File: config.mk
export PLATFORM = sky130hd
export DESIGN_NAME = gpio_pio_edge
export DESIGN_NICKNAME = d
export VERILOG_FILES = /design/src/rtl/gpio_pio_edge.sv
export SDC_FILE = /design/constraint.sdc
export NUM_CORES = 1
export LEC_CHECK = 0
export ABC_AREA = 1
export CELL_PAD_IN_SITES_DETAIL_PLACEMENT = 1
export CELL_PAD_IN_SITES_GLOBAL_PLACEMENT = 1
export CORE_UTILIZATION = 35
export CTS_CLUSTER_SIZE = 10
export DETAILED_ROUTE_END_ITERATION = 6
export DONT_BUFFER_PORTS = 1
export PLACE_DENSITY = 0.7
export SETUP_SLACK_MARGIN = 0.4
export SLEW_MARGIN = 20
export SYNTH_ARGS = -nofsm -noshare
export SYNTH_HDL_FRONTEND = slang
export SYNTH_SLANG_ARGS = --single-unit
File: constraint.sdc
create_clock -name clk -period 1.1 [get_ports clk]
set_input_delay 0.11 -clock clk [delete_from_list [all_inputs] [get_ports clk]]
set_output_delay 0.11 -clock clk [all_outputs]
set_load 0.02 [all_outputs]
File: src/rtl/gpio_pio_edge.sv
// Avalon-MM GPIO: per-bit direction, synchronised inputs, edge capture, maskable irq.
// Define GPIO_PIO_EDGE_SETCLR_EN to add atomic set (addr 4) / clear (addr 5) of data_out.
module gpio_pio_edge #(
  parameter int unsigned      WIDTH     = 8,
  parameter logic [WIDTH-1:0] OUT_RESET = '0,
  parameter logic [WIDTH-1:0] DIR_RESET = '0,
  parameter int unsigned      EDGE_TYPE = 0
) (
  input  logic             clk,
  input  logic             reset,
  input  logic [2:0]       address,
  input  logic             chipselect,
  input  logic             write_n,
  input  logic [31:0]      writedata,
  output logic [31:0]      readdata,
  input  logic [WIDTH-1:0] in_port,
  output logic [WIDTH-1:0] out_port,
  output logic [WIDTH-1:0] oe_port,
  output logic             irq
);

  logic [WIDTH-1:0] data_out;
  logic [WIDTH-1:0] direction;
  logic [WIDTH-1:0] irq_mask;
  logic [WIDTH-1:0] edge_cap;
  logic [WIDTH-1:0] s1;
  logic [WIDTH-1:0] in_sync;
  logic [WIDTH-1:0] in_prev;
  logic [1:0]       arm;

  logic             wr_en;
  logic [WIDTH-1:0] wdat;
  logic [WIDTH-1:0] clear;
  logic [WIDTH-1:0] detected;
  logic [WIDTH-1:0] rd_w;
  logic             sel_data;
  logic             sel_dir;
  logic             sel_mask;
  logic             sel_edge;
  logic             unused_wdata;

  assign wr_en        = chipselect & ~write_n;
  assign wdat         = writedata[WIDTH-1:0];
  assign unused_wdata = ^writedata;

  assign sel_data = (address == 3'd0);
  assign sel_dir  = (address == 3'd1);
  assign sel_mask = (address == 3'd2);
  assign sel_edge = (address == 3'd3);

`ifdef GPIO_PIO_EDGE_SETCLR_EN
  logic sel_set;
  logic sel_clr;
  assign sel_set = (address == 3'd4);
  assign sel_clr = (address == 3'd5);
`endif

  assign clear = (wr_en && sel_edge) ? wdat : '0;

  // Capture is held off until the synchroniser has filled with real pin values.
  always_comb begin
    case (EDGE_TYPE)
      0:       detected = in_sync & ~in_prev;
      1:       detected = ~in_sync & in_prev;
      default: detected = in_sync ^ in_prev;
    endcase
    if (arm != 2'd3) detected = '0;
  end

  always_ff @(posedge clk) begin
    if (reset) begin
      data_out  <= OUT_RESET;
      direction <= DIR_RESET;
      irq_mask  <= '0;
      edge_cap  <= '0;
      s1        <= '0;
      in_sync   <= '0;
      in_prev   <= '0;
      arm       <= 2'd0;
    end else begin
      s1       <= in_port;
      in_sync  <= s1;
      in_prev  <= in_sync;
      edge_cap <= detected | (edge_cap & ~clear);
      if (arm != 2'd3) arm <= arm + 2'd1;
      if (wr_en) begin
        unique case (1'b1)
          sel_data: data_out  <= wdat;
          sel_dir:  direction <= wdat;
          sel_mask: irq_mask  <= wdat;
`ifdef GPIO_PIO_EDGE_SETCLR_EN
          sel_set:  data_out  <= data_out | wdat;
          sel_clr:  data_out  <= data_out & ~wdat;
`endif
          default: ;
        endcase
      end
    end
  end

  always_comb begin
    unique case (1'b1)
      sel_data: rd_w = in_sync;
      sel_dir:  rd_w = direction;
      sel_mask: rd_w = irq_mask;
      sel_edge: rd_w = edge_cap;
      default:  rd_w = '0;
    endcase
    readdata = '0;
    readdata[WIDTH-1:0] = rd_w;
  end

  assign out_port = data_out;
  assign oe_port  = direction;
  assign irq      = |(edge_cap & irq_mask);

endmodule
==> metrics.txt <==
Switching Fraction=approximately 28%; crit path max fanout=3; Simple-Gate Fraction of Synth Area=roughly 32%; CTS Root Cell=clkbuf_8; row cnt=30; Total GRT Usage=between 10% and 20%; CTS tree=done; VDD IR max=~820 uV; Clock Latency Late Sink=between 0.3 and 0.4 ns; Int Power=3330 uW; clk_skew=0.00513 ns; Hold WS=-0.174 ns; H-tree depth=3; vias per cell=between 4 and 5; Synth Register Bits=58; Setup-failing EPs final=8; Distinct cells, synth=22; crit path kind=register to output pin; Initial Utilization=between 30 and 40%; RR Startpoint=arm[1]; combinational share of power=approximately 14%; Max-Cap Viols=0; critical path arrival=roughly 1.1 ns; router iterations before antenna repair=4; Sequential Power Share=just under 50%; fin crit share=111%; pin count of the biggest net entering global routing=35; Net Sw Power=1270 uW; IO Pins=between 90 and 100; fin nets=about 440; die height=~87 um; reg-to-reg slack, setup=approximately 0.16 ns; DR WL/cell=14.1 um; RSZ-0062 raised after global routing=yes; antenna violations before repair=1; Power per Cell Area=roughly 1300 nW/um2; Final GP Congestion=approximately 0.78; Routed Wire Length=6920 um; DP HPWL=between 4000 and 5000 um; failing checks=hold timing, setup timing; core area=6870 um2; Layout area overhead=37.0%; startpoint types=register; most frequent cells in the layout=58 x nor2_1, 41 x nand2_1, 39 x dfxtp_2; share of cells above drive strength 1=37.6%; Hold Path End=edge_cap[1]; drt drc=0; Port Buffers=0; most common cell after layout, fill and taps aside=nor2_1; largest family of logic cells by synthesized area=simple AND/OR/NAND/NOR gates; adder-cell share of the synthesized area=less than 1%; Yosys warning total=0; mux contribution to synthesized area=0%; Initial DRC Count=62; worst reg2reg endpoint=edge_cap[6]; CP required=0.99 ns; status=finished, violations left; vias in the first global route=about 2200; Final Max Slew Viols=0; final cell count without fillers=just under 500; grt ovf=0; reg2reg path depth=5; Crit. End Element=output pin; cts hold-fix bufs=16; remaining antenna violation count=0; sequential element share of the synthesized area=46.0%; Avg Synthesized Cell Area=about 7.3 um2; Sequential Area=between 1000 and 1500 um2; clock share of power=between 30% and 40%; first-pass GRT wire length=approximately 11000 um; setup ws final=-0.124 ns; Synth Area in XOR/XNOR=less than 1%; post-synthesis cell count=347; clock buffer count from CTS=9; clock buffer depth=2; Filler cells=839; Reg clk slew, reported paths=0.06 ns; Period minus WS final=1.22 ns; Max Freq=817 MHz; hold wc startpoint=reset; LEAKAGE=about 0.0016 uW; Syn Std Cell Area=between 2000 and 3000 um2; hold path depth=1; worst hold-check path type=input port to register; Clock Sinks=between 50 and 60; compound-cell area share of the yosys netlist=just under 5%; die outline width=86.9 um; via count=~2200; Post-Place Cells=450; footprint of the multi-input gates=between 1000 and 1500 um2; DIE AREA=between 7000 and 8000 um2; Final Hold Vio Count=25
[metrics by stage]
step / total power (uW) / area, um2 / setup slack (ns) / TNS [ns] / utilization [%]
after floorplan: 2710 / 2710 / 0.183 / 0 / -
after global placement: 2690 / 2700 / 0.132 / 0 / 39.3
after detailed placement: 2700 / 2700 / 0.114 / 0 / 39.3
after CTS: 4560 / 3280 / -0.137 / -0.426 / 47.7
after global routing: 4800 / 3460 / -0.167 / -0.624 / 50.3
final: 4600 / 3460 / -0.124 / -0.286 / 50.3
[power by group through the flow]
| stage | Sequential [uW] | Combinational [uW] | Clock [uW] |
|---|---|---|---|
| 6_report | 2250 | 652 | 1700 |
| 5_1_grt | 2260 | 712 | 1820 |
| 3_5_place_dp | 2290 | 409 | 0 |
| 2_1_floorplan | 2290 | 418 | 0 |
| 4_1_cts | 2250 | 565 | 1740 |
| 3_3_place_gp | 2290 | 400 | 0 |
[layout make-up]
cell class	instances	share of cell area [%]
Inverter	39	4.60
Sequential cell	58	35.2
Timing Repair Buffer	44	13.6
Multi-Input combinational cell	237	38.3
Clock buffer	13	4.31
Tap cell	96	3.48
Antenna cell	1	0.0724
Clock inverter	3	0.434
[worst max path at each step]
stage                        to  depth (start not counted)         from
floorplan           edge_cap[5]                          6       arm[1]
global placement    readdata[1]                          6   address[0]
detailed placement   oe_port[7]                          6      write_n
CTS                         irq                          3  irq_mask[2]
global route                irq                          3  irq_mask[3]
finish                      irq                          3  irq_mask[0]
[routing by layer]
layer  track usage [%]  wire length [um]
met1              21.8              2990
met2              32.2              3470
met3              6.45               359
met4              8.18               104
met5                 0                 0
[logic make-up after synthesis]
kind of cell	count (synthesis)
XOR/XNOR	1
AO/OA/AOI/OAI	25
adder cells (fa/ha/maj)	1
buffers and inverters	75
other	1
AND/OR/NAND/NOR	186
flip-flops	58
[synth_stat cells]
library cell   n  area, um2
a21oi_1        8       40.0
buf_1          1       3.75
buf_2          1       5.00
buf_4         24        180
buf_6          3       33.8
clkbuf_1       7       26.3
conb_1         1       3.75
dfxtp_1       58       1160
ha_1           1       12.5
inv_1         38        143
inv_2          1       3.75
nand2_1       58        218
nand2_2        3       18.8
nand3_1       24        120
nand4_1       10       62.6
nor2_1        69        259
nor2_2         1       6.26
nor2_4         4       45.0
nor3_1        16       80.1
o21ai_0       17       85.1
or2_2          1       6.26
xor2_1         1       8.76
[registers in the layout, summed over array words and instances, names as in the netlist]
name,count
irq_mask,8
out_port,8
edge_cap,8
oe_port,8
in_prev,8
in_sync,8
arm,2
s1,8
[critical path: stages (launching register included)]
cell,delay (ns)
dfxtp_2,0.34
nand2_2,0.06
nand4_1,0.09
or2_4,0.29
[timing repair]
| action | in CTS | in global routing |
|---|---|---|
| endpoints found under the setup margin | 45 | 59 |
| pin swaps | 21 | 17 |
| resized for setup | 86 | 46 |
| gates cloned | 0 | 0 |
| setup buffers | 5 | 3 |
| hold endpoints to repair | 57 | 25 |
(Power assumes the default switching activity.)
